## config.mk

```make
export PLATFORM = sky130hd
export DESIGN_NAME = ddr_axi_arbiter
export DESIGN_NICKNAME = d
export VERILOG_FILES = /design/src/rtl/ddr_arb_pkg.sv /design/src/rtl/ddr_axi_arbiter_rr_arb2.sv /design/src/rtl/ddr_axi_arbiter.sv
export SDC_FILE = /design/constraint.sdc
export NUM_CORES = 1
export LEC_CHECK = 0
export ABC_AREA = 1
export BUFFER_PORTS_ARGS = -buffer_cell sky130_fd_sc_hd__buf_4
export CAP_MARGIN = 10
export CORE_AREA = 5 5 582 584
export CTS_CLUSTER_SIZE = 16
export DETAILED_ROUTE_END_ITERATION = 12
export DIE_AREA = 0 0 587 589
export PLACE_DENSITY = 0.3
export RECOVER_POWER = 50
export SYNTH_ARGS = -nofsm -noshare
export SYNTH_HDL_FRONTEND = slang
export SYNTH_SLANG_ARGS = --single-unit
```

## constraint.sdc

```tcl
create_clock -name clk -period 2.27 [get_ports clk]
set_input_delay 0.1135 -clock clk [delete_from_list [all_inputs] [get_ports clk]]
set_output_delay 0.1135 -clock clk [all_outputs]
set_load 0.05 [all_outputs]
```

## src/rtl/ddr_arb_pkg.sv

```systemverilog
// Shared types and constants for the DDR AXI port arbiter.
package ddr_arb_pkg;

  localparam int              ADDR_W     = 28;
  localparam int              DATA_W     = 256;
  localparam int              ID_W       = 4;
  localparam logic [ID_W-1:0] READ_ID    = 4'hF;
  localparam logic [3:0]      BURST_LEN  = 4'd15;
  localparam int              STARVE_MAX = 8;

  typedef enum logic [2:0] {
    IDLE,
    AW,
    W,
    AR,
    R
  } arb_state_t;

  typedef logic req_idx_t;

endpackage

```

## src/rtl/ddr_axi_arbiter_rr_arb2.sv

```systemverilog
// Two-way round-robin arbiter; after a burst the pointer moves to the camera not just served.
module rr_arb2
  import ddr_arb_pkg::*;
(
  input  logic       clk,
  input  logic       rst,
  input  logic [1:0] req,
  input  logic       advance,
  input  req_idx_t   served,
  output logic [1:0] grant
);

  req_idx_t ptr;

  always_ff @(posedge clk or posedge rst) begin
    if (rst) begin
      ptr <= 1'b0;
    end else if (advance) begin
      ptr <= ~served;
    end
  end

  always_comb begin
    grant = 2'b00;
    if (ptr == 1'b0) begin
      if (req[0])      grant = 2'b01;
      else if (req[1]) grant = 2'b10;
    end else begin
      if (req[1])      grant = 2'b10;
      else if (req[0]) grant = 2'b01;
    end
  end

endmodule

```

## src/rtl/ddr_axi_arbiter.sv

```systemverilog
// Shares the ddr3_32 AXI port between two camera writers and the HDMI reader, one burst at a time.
// Optional protocol checker driving err is built only when ARB_PROTO_CHK_EN is defined.
//
// state | meaning
// IDLE  | sample requests, pick and latch a winner
// AW    | write address phase, hold until awready
// W     | stream 16 beats from the granted camera
// AR    | read address phase, hold until arready
// R     | pass read beats through until rlast
module ddr_axi_arbiter
  import ddr_arb_pkg::*;
#(
  parameter int         ADDR_W     = ddr_arb_pkg::ADDR_W,
  parameter int         DATA_W     = ddr_arb_pkg::DATA_W,
  parameter logic [3:0] BURST_LEN  = ddr_arb_pkg::BURST_LEN,
  parameter int         STARVE_MAX = ddr_arb_pkg::STARVE_MAX
) (
  input  logic                    clk,
  input  logic                    rst,
  input  logic [1:0]              wr_req,
  input  logic [1:0][ADDR_W-1:0]  wr_addr,
  input  logic [1:0][DATA_W-1:0]  wr_data,
  output logic [1:0]              wr_ack,
  output logic [1:0]              wr_done,
  input  logic                    rd_req,
  input  logic [ADDR_W-1:0]       rd_addr,
  output logic [DATA_W-1:0]       rd_data,
  output logic                    rd_valid,
  output logic                    rd_last,
  output logic                    rd_done,
  output logic [ADDR_W-1:0]       axi_awaddr,
  output logic                    axi_awuser_ap,
  output logic [ID_W-1:0]         axi_awuser_id,
  output logic [3:0]              axi_awlen,
  output logic                    axi_awvalid,
  input  logic                    axi_awready,
  output logic [DATA_W-1:0]       axi_wdata,
  output logic [DATA_W/8-1:0]     axi_wstrb,
  input  logic                    axi_wready,
  input  logic [ID_W-1:0]         axi_wusero_id,
  input  logic                    axi_wusero_last,
  output logic [ADDR_W-1:0]       axi_araddr,
  output logic                    axi_aruser_ap,
  output logic [ID_W-1:0]         axi_aruser_id,
  output logic [3:0]              axi_arlen,
  output logic                    axi_arvalid,
  input  logic                    axi_arready,
  input  logic [DATA_W-1:0]       axi_rdata,
  input  logic [ID_W-1:0]         axi_rid,
  input  logic                    axi_rlast,
  input  logic                    axi_rvalid,
  output logic                    err
);

  localparam int             SW         = $clog2(STARVE_MAX + 1);
  localparam logic [SW-1:0]  STARVE_LIM = SW'(STARVE_MAX);

  arb_state_t         state, state_nxt;
  logic [ADDR_W-1:0]  addr_q;
  req_idx_t           idx_q;
  logic [3:0]         beat_q;
  logic [SW-1:0]      starve_q;
  logic [1:0]         wr_grant;
  req_idx_t           wr_gidx;
  logic               any_wr, rd_win, w_last, r_end;

  assign any_wr  = |wr_grant;
  assign wr_gidx = wr_grant[1];
  // A read is only refused when writes are waiting and the starvation budget is spent.
  assign rd_win  = rd_req && ((starve_q < STARVE_LIM) || !any_wr);
  assign w_last  = (state == W) && axi_wready && (beat_q == BURST_LEN);
  assign r_end   = (state == R) && axi_rvalid && axi_rlast;

  rr_arb2 u_rr (
    .clk     (clk),
    .rst     (rst),
    .req     (wr_req),
    .advance (w_last),
    .served  (idx_q),
    .grant   (wr_grant)
  );

  always_ff @(posedge clk or posedge rst) begin
    if (rst) state <= IDLE;
    else     state <= state_nxt;
  end

  always_comb begin
    state_nxt = state;
    unique case (state)
      IDLE: begin
        if (rd_win)      state_nxt = AR;
        else if (any_wr) state_nxt = AW;
      end
      AW:      if (axi_awready) state_nxt = W;
      W:       if (w_last)      state_nxt = IDLE;
      AR:      if (axi_arready) state_nxt = R;
      R:       if (r_end)       state_nxt = IDLE;
      default: state_nxt = IDLE;
    endcase
  end

  always_ff @(posedge clk or posedge rst) begin
    if (rst) begin
      addr_q   <= '0;
      idx_q    <= 1'b0;
      beat_q   <= '0;
      starve_q <= '0;
      wr_done  <= '0;
      rd_done  <= 1'b0;
    end else begin
      wr_done <= '0;
      rd_done <= 1'b0;
      case (state)
        IDLE: begin
          if (rd_win) begin
            addr_q <= rd_addr;
            if (any_wr && (starve_q < STARVE_LIM)) starve_q <= starve_q + 1'b1;
          end else if (any_wr) begin
            addr_q   <= wr_addr[wr_gidx];
            idx_q    <= wr_gidx;
            starve_q <= '0;
          end
        end
        AW: if (axi_awready) beat_q <= '0;
        W: begin
          if (axi_wready) begin
            beat_q <= beat_q + 1'b1;
            if (beat_q == BURST_LEN) wr_done[idx_q] <= 1'b1;
          end
        end
        R: if (r_end) rd_done <= 1'b1;
        default: ;
      endcase
    end
  end

  always_comb begin
    axi_awaddr    = '0;
    axi_awuser_ap = 1'b0;
    axi_awuser_id = '0;
    axi_awlen     = '0;
    axi_awvalid   = 1'b0;
    axi_wdata     = '0;
    axi_wstrb     = '0;
    wr_ack        = '0;
    axi_araddr    = '0;
    axi_aruser_ap = 1'b0;
    axi_aruser_id = '0;
    axi_arlen     = '0;
    axi_arvalid   = 1'b0;
    rd_data       = '0;
    rd_valid      = 1'b0;
    rd_last       = 1'b0;
    case (state)
      AW: begin
        axi_awaddr    = addr_q;
        axi_awuser_id = {3'b000, idx_q};
        axi_awlen     = BURST_LEN;
        axi_awvalid   = 1'b1;
      end
      W: begin
        axi_wdata     = wr_data[idx_q];
        axi_wstrb     = '1;
        wr_ack[idx_q] = axi_wready;
      end
      AR: begin
        axi_araddr    = addr_q;
        axi_aruser_id = READ_ID;
        axi_arlen     = BURST_LEN;
        axi_arvalid   = 1'b1;
      end
      R: begin
        rd_data  = axi_rdata;
        rd_valid = axi_rvalid;
        rd_last  = axi_rlast;
      end
      default: ;
    endcase
  end

`ifdef ARB_PROTO_CHK_EN
  logic err_q, err_set;
  logic unused_chk;

  assign err_set = (axi_rvalid && (state != R))
                || ((state == R) && axi_rvalid && (axi_rid != READ_ID))
                || ((state == W) && axi_wready && axi_wusero_last && (beat_q != BURST_LEN))
                || (axi_wready && (state != W));

  always_ff @(posedge clk or posedge rst) begin
    if (rst) err_q <= 1'b0;
    else     err_q <= err_q | err_set;
  end

  assign err        = err_q;
  assign unused_chk = ^axi_wusero_id;
`else
  logic unused_chk;
  assign err        = 1'b0;
  assign unused_chk = ^{axi_wusero_id, axi_rid, axi_wusero_last};
`endif

endmodule
```

# Word level (Yosys, flattened, before mapping)
# Index checks and enable logic that the tools add are counted.
[totals]
out_inout_bits = 628
regBits = 44
[classes]
n_addsub = 2
n_bitwise = 3
n_eq_ne = 12
n_lt_le_gt_ge = 4
mux = 44
reduce_logical = 18
[op_table]
columns = ["cell", "count"]
rows = [
  ["$mux 256", 4],
  ["$mux 28", 6],
  ["$mux 32", 1],
  ["$mux 4", 7],
  ["$mux 3", 6],
  ["$mux 2", 8],
  ["$pmux 3 s5", 1],
  ["$mux 1", 9],
  ["$reduce_and 3->1", 3],
  ["$add 4x1->4 const B", 2],
  ["$ne 2x2->1 const B", 4],
  ["$pmux 4 s2", 1],
  ["$logic_and 1x1->1", 7],
  ["$eq 3x2->1 const B", 2],
  ["$reduce_and 5->1", 1],
  ["$eq 4x4->1 const B", 1],
  ["$lt 1x2->1 const B", 2],
  ["$lt 4x4->1 const B", 1],
  ["$ne 2x1->1 const B", 2],
  ["$reduce_bool 2->1", 2],
  ["$eq 3x1->1 const B", 1],
  ["$eq 3x3->1 const B", 1],
  ["$logic_not 3->1", 1],
  ["$ne 3x3->1 const B", 1],
  ["8 further kinds", 9],
]

# Depth between registers and ports, before layout
# Gate-level depths: netlist (run 1).
[logic_depth]
depth_word = 9
mapped_depth = 10
depth_no_buf = 9

# Hierarchy
# A second synthesis (run 1) with hierarchy kept.
[unflattened]
hier_cells = 1840
hier_area_um2 = 8804.7
[by_module_without_submodules]
columns = ["module", "seq_area_each_um2", "cells_per_inst", "instances", "area_each_um2"]
rows = [
  ["ddr_axi_arbiter", 1076.0, 1830, 1, 8740.9],
  ["rr_arb2", 25.0, 10, 1, 63.8],
]

# Worst setup path before layout (run 1)
# OpenSTA, ideal clock, no wires.
[synth_timing]
path_type = "reg2out"
from = "register state[1]"
to = "output axi_awaddr[0]"
setup_slack_ns = -0.770
path_buffers = 1
arrival_ns = 2.927
required_time_ns = 2.156
stages_incl_launch_ff = 5
path_cell_list = "dfrtp_1 nor3_1 inv_1 buf_2 nor2_1"
[synth_between]
elab_chain_len = 2
[synth_lines]
columns = ["element", "line", "rtl"]
rows = [
  ["start: declaration", "ddr_axi_arbiter.sv:58", "arb_state_t state, state_nxt;"],
  ["start signal: assignment", "ddr_axi_arbiter.sv:85", "else state <= state_nxt;"],
  ["$eq 3x1->1", "ddr_axi_arbiter.sv:155", "case (state)"],
  ["$mux 28", "ddr_axi_arbiter.sv:155", ""],
  ["end: declaration", "ddr_axi_arbiter.sv:31", "output logic [ADDR_W-1:0] axi_awaddr,"],
]
# No other way between the ends.

# Worst setup path after layout (run 1)
[layout_timing]
from = "register idx_q"
to = "output axi_wdata[88]"
[layout_between]
elab_chain_len = 3
[layout_lines]
columns = ["element", "line", "rtl"]
rows = [
  ["start: declaration", "ddr_axi_arbiter.sv:60", "req_idx_t idx_q;"],
  ["start signal: assignment", "ddr_axi_arbiter.sv:121", "idx_q <= wr_gidx;"],
  ["$mux 256 (implied by the code) (2 in series)", "ddr_axi_arbiter.sv:163", "axi_wdata = wr_data[idx_q];"],
  ["$mux 256", "ddr_axi_arbiter.sv:155", ""],
  ["end: declaration", "ddr_axi_arbiter.sv:37", "output logic [DATA_W-1:0] axi_wdata,"],
]
# No other way between the ends. The select of a mux whose other input is x is not followed.

==> impl_metrics.env, run 1 <==
export IMPL_outcome="finished clean"
export IMPL_synthFlopType="dfrtp_1"
export IMPL_crit_type="reg2out"
export IMPL_coreArea_um2=333000
export IMPL_holdCritPathClass="in2reg"
export IMPL_startpoint_type="register"
export IMPL_synth_most_common_cell="nand2_1"
export IMPL_synth_area_um2=9020
export IMPL_grt_pass1_wl_um=307000
export IMPL_hold_viol=0
export IMPL_dp_hpwl_um=250000
export IMPL_max_slew_margin_rel_pct=15.7
export IMPL_fp_row_count=212
export IMPL_syn_inst=1919
export IMPL_cts_tree="done"
export IMPL_holdWs_ps=138
export IMPL_arrival_ps=2140
export IMPL_required_ps=2160
export IMPL_ioPinCount=1499
export IMPL_cts_buffer_depth=2
export IMPL_drt_wl_total_um=264000
export IMPL_fin_crit_sh_pct=99.2
export IMPL_grt_overflow_total=0
export IMPL_cts_buffers_inserted=5
export IMPL_fmax_ghz=0.444
export IMPL_post_drt_wl_per_cell_um=33.9
export IMPL_drive_gt1_share_pct=51.6
export IMPL_ir_drop_mv=0.366
export IMPL_drtIter0Drc=1118
export IMPL_cp_slowest_cell="dfrtp_4"
export IMPL_fin_area_um2=27400
export IMPL_fin_util_pct=8.22
export IMPL_worstSkewPairLatency_ps=290
export IMPL_worstSetupEndpointType="output port"
export IMPL_fin_nets=4267
export IMPL_fin_worst_skew_ps=4.87
export IMPL_initial_core_util_pct=2.71
export IMPL_placed_cell_area_um2=26300
export IMPL_io_buffers=1483
export IMPL_drt_first_pass_iters=5
export IMPL_gp_congestion=0.954
export IMPL_drc=0
export IMPL_path_max_fanout=29
export IMPL_ant_nets=0
export IMPL_area_growth_pct=203
export IMPL_synth_seq_cells=44
export IMPL_power_leakage_uw=0.0138
export IMPL_chipWidth_um=587
export IMPL_grt_util_all_layers_pct=14.5
export IMPL_timing_setup_tns_ps=0
export IMPL_die_h_um=589
export IMPL_ys_warn_count=0
export IMPL_slowest_delay_ps=580
export IMPL_cts_num_sinks=44
export IMPL_powerDensity_nw_per_um2=1070
export IMPL_synth_top_cell_area_share_pct=27.1
export IMPL_ctsHtreeMaxLevel=2
export IMPL_netlist_top_cells_count="nand2_1, inv_1, nor2_1, a21oi_1, buf_2"
export IMPL_finalSetupViolCount=0
export IMPL_synth_edf_count=0
export IMPL_path_clk_slew_ps=70
export IMPL_period_minus_slack_ps=2250
export IMPL_synth_cell_types=26
export IMPL_crit_path_cell_trace="buf_16 > buf_16 > nand2_1 > a21oi_4 > buf_4 > buf_4"
export IMPL_grt_pass1_vias=20000
export IMPL_via_count=19600
export IMPL_place_inst=7762
export IMPL_cap_violations=0
export IMPL_async_flop_share_pct=100
export IMPL_antenna_found_initial=182
export IMPL_vias_per_cell=2.51
export IMPL_slew_violations=0
export IMPL_cts_root_buf="clkbuf_16"
export IMPL_worstMarginPinSlew_ps=1260
export IMPL_rsz0062_at_grt="yes"
export IMPL_critical_path_top_delay_family="buffers and inverters"
export IMPL_yosys_area_top_type="nand2_1"
export IMPL_syn_avg_cell_area_um2=4.70
export IMPL_grt_max_degree=111
export IMPL_die_area_um2=346000
export IMPL_synthTopCellsByArea="nand2_1, inv_1, a21oi_1, nor2_1, dfrtp_1"
export IMPL_stdcell_count=7792
export IMPL_worst_path_buf_inv=4
export IMPL_yosysSeqAreaShare_pct=12.2
==> per-stage QoR <==
step	setup WS (ps)	power, uW
after CTS	-73.3	29900
after global routing	-31.6	30800
after global placement	-85.0	27800
final	19.1	29200
after floorplan	-83.7	14600
after detailed placement	-47.6	27700
==> cell families after synthesis <==
family	count (synthesis)	share of synthesized area (%)
and+or+nand+nor	999	42.0
buffers and inverters	546	26.5
AOI/OAI and AO/OA	326	18.9
DFF	44	12.2
adders and majority gates	2	0.277
xor gates and xnor gates	1	0.0971
other	1	0.0416
==> layer usage <==
metal | vias to the layer above | track usage [%] | routed length, um
li1 | 8566 | - | -
met1 | 9297 | 17.5 | 109000
met2 | 1238 | 22.1 | 112000
met3 | 336 | 9.49 | 38600
met4 | 146 | 1.23 | 3800
met5 | - | 0 | 930
==> worst register-to-register path, stage by stage, from the launching register on <==
cell and delay [ps]:
dfrtp_1 390, buf_2 170, nor3_4 190, clkbuf_1 540, o21ai_0 350, nand2_1 110
o21ai_0 80
==> registers in the layout, summed over array words and instances, names as in the netlist <==
name / count
addr_q: 28
beat_q: 4
starve_q: 4
state: 3
wr_done: 2
idx_q: 1
rd_done: 1
u_rr.ptr: 1
==> repair_timing <==
action                                 CTS  global route
hold buffers                             1             0
buffers inserted                         5             1
setup endpoints to repair              162           143
gates resized for setup                133           110
endpoints found under the hold margin   44             0
pin swaps                                2             1
cloned                                   3             3
==> power breakdown <==
part / total (uW) / switching (uW) / internal [uW]
Sequential: 1750 / 635 / 1110
Clock: 911 / 330 / 580
Combinational: 26500 / 19900 / 6600
==> worst paths after layout <==
check / cells past startpoint / startpoint / slack, ps / to
worst max-delay path: 6 / idx_q / 20 / axi_wdata[88]
worst min-delay path: 5 / wr_addr[13] / 140 / addr_q[13]
worst max register to register: 6 / state[2] / 300 / beat_q[3]
worst min register to register: 2 / addr_q[26] / 490 / addr_q[26]
max in group asynchronous: 4 / rst / 540 / idx_q
min in group asynchronous: 4 / rst / 820 / addr_q[22]
==> final cells by class <==
class	count	area, um^2
fill	39700	305000
timing repair buffer	1647	13100
multi-input combinational	1334	6040
tap	4387	5490
inverter	362	1380
sequential	44	1110
clock buffer	7	153
clock inverter	1	30.0
antenna	10	25.0
==> cell usage in the layout (no fill, tap or decap), drive strengths merged, types with 10 or more instances in the layout <==
cell type | netlist | layout
buf | 159 | 1487
nand2 | 654 | 654
inv | 362 | 361
nor2 | 331 | 331
a21oi | 261 | 261
clkbuf | 25 | 166
dfrtp | 44 | 44
o21ai | 36 | 36
o211ai | 28 | 28
diode | 0 | 10
nand3 | 10 | 10
Note: power is estimated with default switching activity, not from simulation.
==> run 2: changes to the inputs <==
- CELL_PAD_IN_SITES_DETAIL_PLACEMENT: unset -> 1
- CELL_PAD_IN_SITES_GLOBAL_PLACEMENT: unset -> 1
- CORE_AREA: 5 5 582 584 -> 5 5 584 586
- DIE_AREA: 0 0 587 589 -> 0 0 589 591
- HOLD_SLACK_MARGIN: unset -> 0.15
- PLACE_DENSITY: 0.3 -> 0.33
==> impl_metrics.env, run 2 (synthesis results as in run 1) <==
export IMPL_switching_share_pct=66.6
export IMPL_required_ps=2160
export IMPL_path_clk_slew_ps=80
export IMPL_area_growth_pct=240
export IMPL_vias_per_cell=2.52
export IMPL_worstSetupEndpointType="output port"
export IMPL_cts_buffers_inserted=5
export IMPL_grt_busiest_layer="met2"
export IMPL_power_frac_clock_pct=2.9
export IMPL_fp_row_count=213
export IMPL_p_int_uw=11100
export IMPL_ioPinCount=1499
export IMPL_fin_crit_sh_pct=101
export IMPL_ant_nets=0
export IMPL_gp_congestion=1.02
export IMPL_grt_use_met3_pct=6.74
export IMPL_fin_worst_skew_ps=10.4
export IMPL_drt_wl_total_um=251000
export IMPL_largest_reg_flops=28
export IMPL_post_drt_wl_per_cell_um=31.6
export IMPL_fin_nets=4403
export IMPL_drtIter0Drc=941
export IMPL_max_slew_margin_rel_pct=-1.24
export IMPL_place_inst=7833
export IMPL_layout_common_cells="buf_4, nand2_1, inv_1"
export IMPL_die_area_um2=348000
export IMPL_largest_register="addr_q"
export IMPL_drc=0
export IMPL_outcome="finished, violations left"
export IMPL_path_max_fanout=21
export IMPL_timing_setup_tns_ps=-55.8
export IMPL_p_switching_uw=22200
export IMPL_stdcell_count=7949
export IMPL_setup_ws_ps=-26.9
export IMPL_via_count=20000
export IMPL_fmax_ghz=0.435
export IMPL_violations="max-capacitance violations, max-slew violations, negative setup slack"
export IMPL_grt_use_met2_pct=22.6
export IMPL_top_regs="addr_q x28, beat_q x4, starve_q x4"
export IMPL_ctsHtreeMaxLevel=2
export IMPL_slew_violations=45
export IMPL_fill_cells=40500
export IMPL_met1_usage_pct=16.3
export IMPL_power_leakage_uw=0.0149
export IMPL_grt_util_all_layers_pct=13.5
export IMPL_rsz0062_at_grt="yes"
export IMPL_power_frac_comb_pct=92.9
export IMPL_cap_violations=1
export IMPL_final_common_cell="buf_4"
export IMPL_startpoint_type="register"
export IMPL_worstSkewPairLatency_ps=320
export IMPL_coreArea_um2=335000
export IMPL_period_minus_slack_ps=2300
export IMPL_worstMarginPinSlew_ps=1520
export IMPL_grt_pass1_vias=21000
export IMPL_die_h_um=591
export IMPL_powerDensity_nw_per_um2=1090
export IMPL_initial_core_util_pct=2.69
export IMPL_drt_first_pass_iters=5
export IMPL_crit_type="reg2out"
export IMPL_grt_pass1_wl_um=293000
export IMPL_cts_root_buf="clkbuf_16"
export IMPL_finalSetupViolCount=4
export IMPL_antenna_found_initial=129
export IMPL_chipWidth_um=589
export IMPL_share_seq_of_total_power_pct=4.2
export IMPL_drive_gt1_share_pct=56.0
export IMPL_cts_num_sinks=44
export IMPL_holdCritPathClass="in2reg"
export IMPL_ir_drop_mv=0.546
export IMPL_cts_tree="done"
export IMPL_arrival_ps=2180
export IMPL_cts_buffer_depth=2
export IMPL_io_buffers=1483
export IMPL_holdWs_ps=176
export IMPL_grt_max_degree=45
export IMPL_dp_hpwl_um=229000
export IMPL_grt_overflow_total=0
export IMPL_hold_viol=0
[run 2: cell count changes in the layout (fill, tap and decap cells not counted), sizes merged, moves of 2 or more]
cell,previous run,this run
buf,1487,1579
clkbuf,166,163
nand2,654,656
dlygate4sd3,1,40
bufbuf,0,4
[run 2: layer usage]
layer / wire length, um / share of wire [%]
met2: 116000 / 46
met4: 2490 / 0.99
met1: 103000 / 41
met5: 924 / 0.37
met3: 28000 / 11
[run 2: stage by stage]
step	cell area [um^2]	worst slack, ps	total power (uW)	util (%)
2_1_floorplan	9050	-83.7	14600	-
3_3_place_gp	27000	-182	28400	8.05
3_5_place_dp	27000	-221	28300	8.05
4_1_cts	29800	-146	32900	8.88
5_1_grt	30600	-81.9	34900	9.13
6_report	30600	-26.9	33300	9.13
[run 2: area by class of cell]
| class | instances | area, um^2 | area share [%] |
|---|---|---|---|
| Inverter | 362 | 1390 | 4.55 |
| Antenna cell | 11 | 27.5 | 0.0899 |
| Clock inverter | 3 | 46.3 | 0.151 |
| Sequential cell | 44 | 1110 | 3.61 |
| Clock buffer | 5 | 125 | 0.409 |
| Tap cell | 4407 | 5510 | 18.0 |
| Timing Repair Buffer | 1781 | 15500 | 50.8 |
| Multi-Input combinational cell | 1336 | 6860 | 22.4 |
[run 2: worst paths after layout]
kind | from | endpoint | slack (ps) | depth (start not counted)
setup / recovery | state[1] | axi_wdata[162] | -30 | 7
hold reg to reg | addr_q[24] | addr_q[24] | 490 | 2
min in group asynchronous | rst | rd_done | 830 | 4
hold / removal | wr_addr[46] | addr_q[18] | 180 | 5
max in group asynchronous | rst | state[1] | 360 | 4
setup reg to reg | state[0] | idx_q | 150 | 10
[run 2: worst max-delay path: stages, from the launching register on]
cell and delay (ps):
dfrtp_2 490, nand3_4 130, buf_16 180, buf_16 200, buf_12 180, a21oi_4 230
buf_8 190, buf_8 150
[run 2: power groups by stage]
stage               logic (uW)  clock network [uW]  registers (uW)
CTS                      30400                1070            1400
finish                   30900                 978            1380
floorplan                13300                   0            1270
global route             32400                1070            1430
global placement         27000                   0            1380
detailed placement       26900                   0            1390
[run 2: timing repair]
| item | in CTS | in global routing |
|---|---|---|
| setup buffers | 27 | 7 |
| pin swaps | 6 | 24 |
| gates cloned | 15 | 9 |
| endpoints found under the setup margin | 420 | 215 |
| resized for setup | 376 | 240 |
| endpoints found under the hold margin | 71 | 1 |
| hold buffers | 39 | 1 |
==> run 3: changes to the inputs <==
- CORE_AREA: 5 5 584 586 -> 5 5 574 576
- DIE_AREA: 0 0 589 591 -> 0 0 579 581
- GPL_TIMING_DRIVEN: unset -> 0
- PLACE_DENSITY: 0.33 -> 0.34
- clock period: 2.27 -> 1.95 ns (I/O delays scaled with it)
==> impl_metrics.env, run 3 (synthesis results as in run 1) <==
export IMPL_pre_cts_ws_ps=-2260
export IMPL_drive_gt1_share_pct=61.8
export IMPL_p_switching_uw=29300
export IMPL_path_max_fanout=10
export IMPL_worstSkewPairLatency_ps=310
export IMPL_worstMarginPinSlew_ps=956
export IMPL_switching_share_pct=64.4
export IMPL_power_frac_clock_pct=2.3
export IMPL_violations="negative setup slack"
export IMPL_ctsHtreeMaxLevel=2
export IMPL_holdCritPathClass="in2reg"
export IMPL_cts_num_sinks=44
export IMPL_cap_violations=0
export IMPL_die_area_um2=336000
export IMPL_top_regs="addr_q x28, beat_q x4, starve_q x4"
export IMPL_crit_path_frequent_cell="buf_12"
export IMPL_dp_hpwl_um=234000
export IMPL_ir_drop_mv=0.537
export IMPL_grt_pass1_wl_um=292000
export IMPL_holdWs_ps=159
export IMPL_powerDensity_nw_per_um2=1340
export IMPL_drt_wl_total_um=253000
export IMPL_chipWidth_um=579
export IMPL_cts_tree="done"
export IMPL_via_count=20200
export IMPL_final_common_cell="buf_4"
export IMPL_largest_register="addr_q"
export IMPL_max_slew_margin_rel_pct=36.3
export IMPL_grt_util_all_layers_pct=13.9
export IMPL_critical_path_top_delay_family="buffers and inverters"
export IMPL_io_buffers=1483
export IMPL_largest_reg_flops=28
export IMPL_fin_util_pct=10.5
export IMPL_fmax_ghz=0.411
export IMPL_crit_type="reg2out"
export IMPL_power_leakage_uw=0.0158
export IMPL_worst_path_buf_inv=6
export IMPL_timing_setup_tns_ps=-125500
export IMPL_p_int_uw=16200
export IMPL_drt_first_pass_iters=5
export IMPL_p_total_uw=45600
export IMPL_antenna_found_initial=105
export IMPL_grt_pass1_vias=20900
export IMPL_grt_overflow_total=0
export IMPL_cts_buffer_depth=2
export IMPL_slowest_delay_ps=430
export IMPL_coreArea_um2=323000
export IMPL_outcome="finished, violations left"
export IMPL_setup_ws_ps=-484
export IMPL_share_seq_of_total_power_pct=3.4
export IMPL_cts_buffers_inserted=5
export IMPL_period_minus_slack_ps=2430
export IMPL_post_drt_wl_per_cell_um=32.0
export IMPL_drtIter0Drc=1053
export IMPL_fp_row_count=209
export IMPL_initial_core_util_pct=2.79
export IMPL_die_h_um=581
export IMPL_layout_common_cells="buf_4, nand2_1, inv_1"
export IMPL_rsz0062_at_grt="yes"
export IMPL_cp_slowest_cell="dfrtp_2"
export IMPL_arrival_ps=2340
export IMPL_startpoint_type="register"
export IMPL_drc=0
export IMPL_slew_violations=0
export IMPL_hold_viol=0
export IMPL_fin_crit_sh_pct=125
export IMPL_crit_path_cell_trace="buf_12 > buf_12 > clkinv_8 > clkbuf_16 > buf_12 > nand2_1 > a21oi_4 > buf_8"
export IMPL_grt_max_degree=34
export IMPL_fin_nets=4444
export IMPL_gp_congestion=0.922
export IMPL_ant_nets=0
export IMPL_required_ps=1850
export IMPL_ioPinCount=1499
export IMPL_vias_per_cell=2.55
export IMPL_finalSetupViolCount=558
export IMPL_fin_worst_skew_ps=10.2
export IMPL_path_clk_slew_ps=80
export IMPL_worstSetupEndpointType="output port"
export IMPL_power_frac_comb_pct=94.3
export IMPL_cts_root_buf="clkbuf_16"
export IMPL_area_growth_pct=277
[run 3: worst paths after layout]
check                            startpoint             end  slack (ps)  cells past startpoint
worst max-delay path                  idx_q  axi_wdata[156]        -480                      8
worst min-delay path            wr_addr[10]      addr_q[10]         160                      5
worst max register to register     u_rr.ptr       addr_q[0]        -210                      6
worst min register to register    addr_q[0]       addr_q[0]         480                      2
max in group asynchronous               rst        state[0]         160                      4
min in group asynchronous               rst      addr_q[25]         390                      3
[run 3: metrics by stage]
step / instance area [um^2] / std cells
after floorplan: 9170 / 1924
after global placement: 25700 / 7732
after detailed placement: 25800 / 7736
after CTS: 28700 / 7783
after global routing: 33900 / 7897
final: 34000 / 7918
[run 3: power groups by stage]
stage	clock network [uW]	logic, uW	registers, uW
after detailed placement	0	32300	1550
final	1050	42900	1570
after global placement	0	32300	1530
after CTS	1100	35900	1570
after global routing	1130	44700	1610
after floorplan	0	15700	1480
[run 3: routing by layer]
metal | global-route usage, % | vias up | part of all wire, %
li1 | - | 8954 | -
met2 | 24.7 | 1208 | 49
met3 | 5.31 | 239 | 10
met4 | 0.512 | 90 | 1.4
met1 | 16.6 | 9691 | 40
met5 | 0 | - | 0.22
[run 3: worst reg2reg max path: stages, from the launching register on]
cell and delay [ps]:
dfrtp_1 390, o21ai_1 430, clkbuf_1 620, nand2_1 320, o211ai_1 220, nand2_1 80, nand2_1 50
[run 3: repair_timing]
item / CTS / global route
buffers inserted: 8 / 87
hold endpoints to repair: 68 / 0
gates resized for setup: 575 / 923
pin swaps: 41 / 94
endpoints found under the setup margin: 639 / 625
gates cloned: 1 / 30
hold buffers: 30 / 0
[run 3: layout make-up]
| cell class | count | area (um^2) |
|---|---|---|
| Antenna cell | 21 | 52.6 |
| Buffer | 181 | 2230 |
| Clock buffer | 6 | 129 |
| Clock inverter | 2 | 35.0 |
| Fill cell | 38800 | 289000 |
| Inverter | 362 | 1400 |
| Multi-Input combinational cell | 1334 | 8470 |
| Sequential cell | 44 | 1110 |
| Tap cell | 4325 | 5410 |
| Timing Repair Buffer | 1641 | 15100 |
| Timing Repair inverter | 2 | 23.8 |
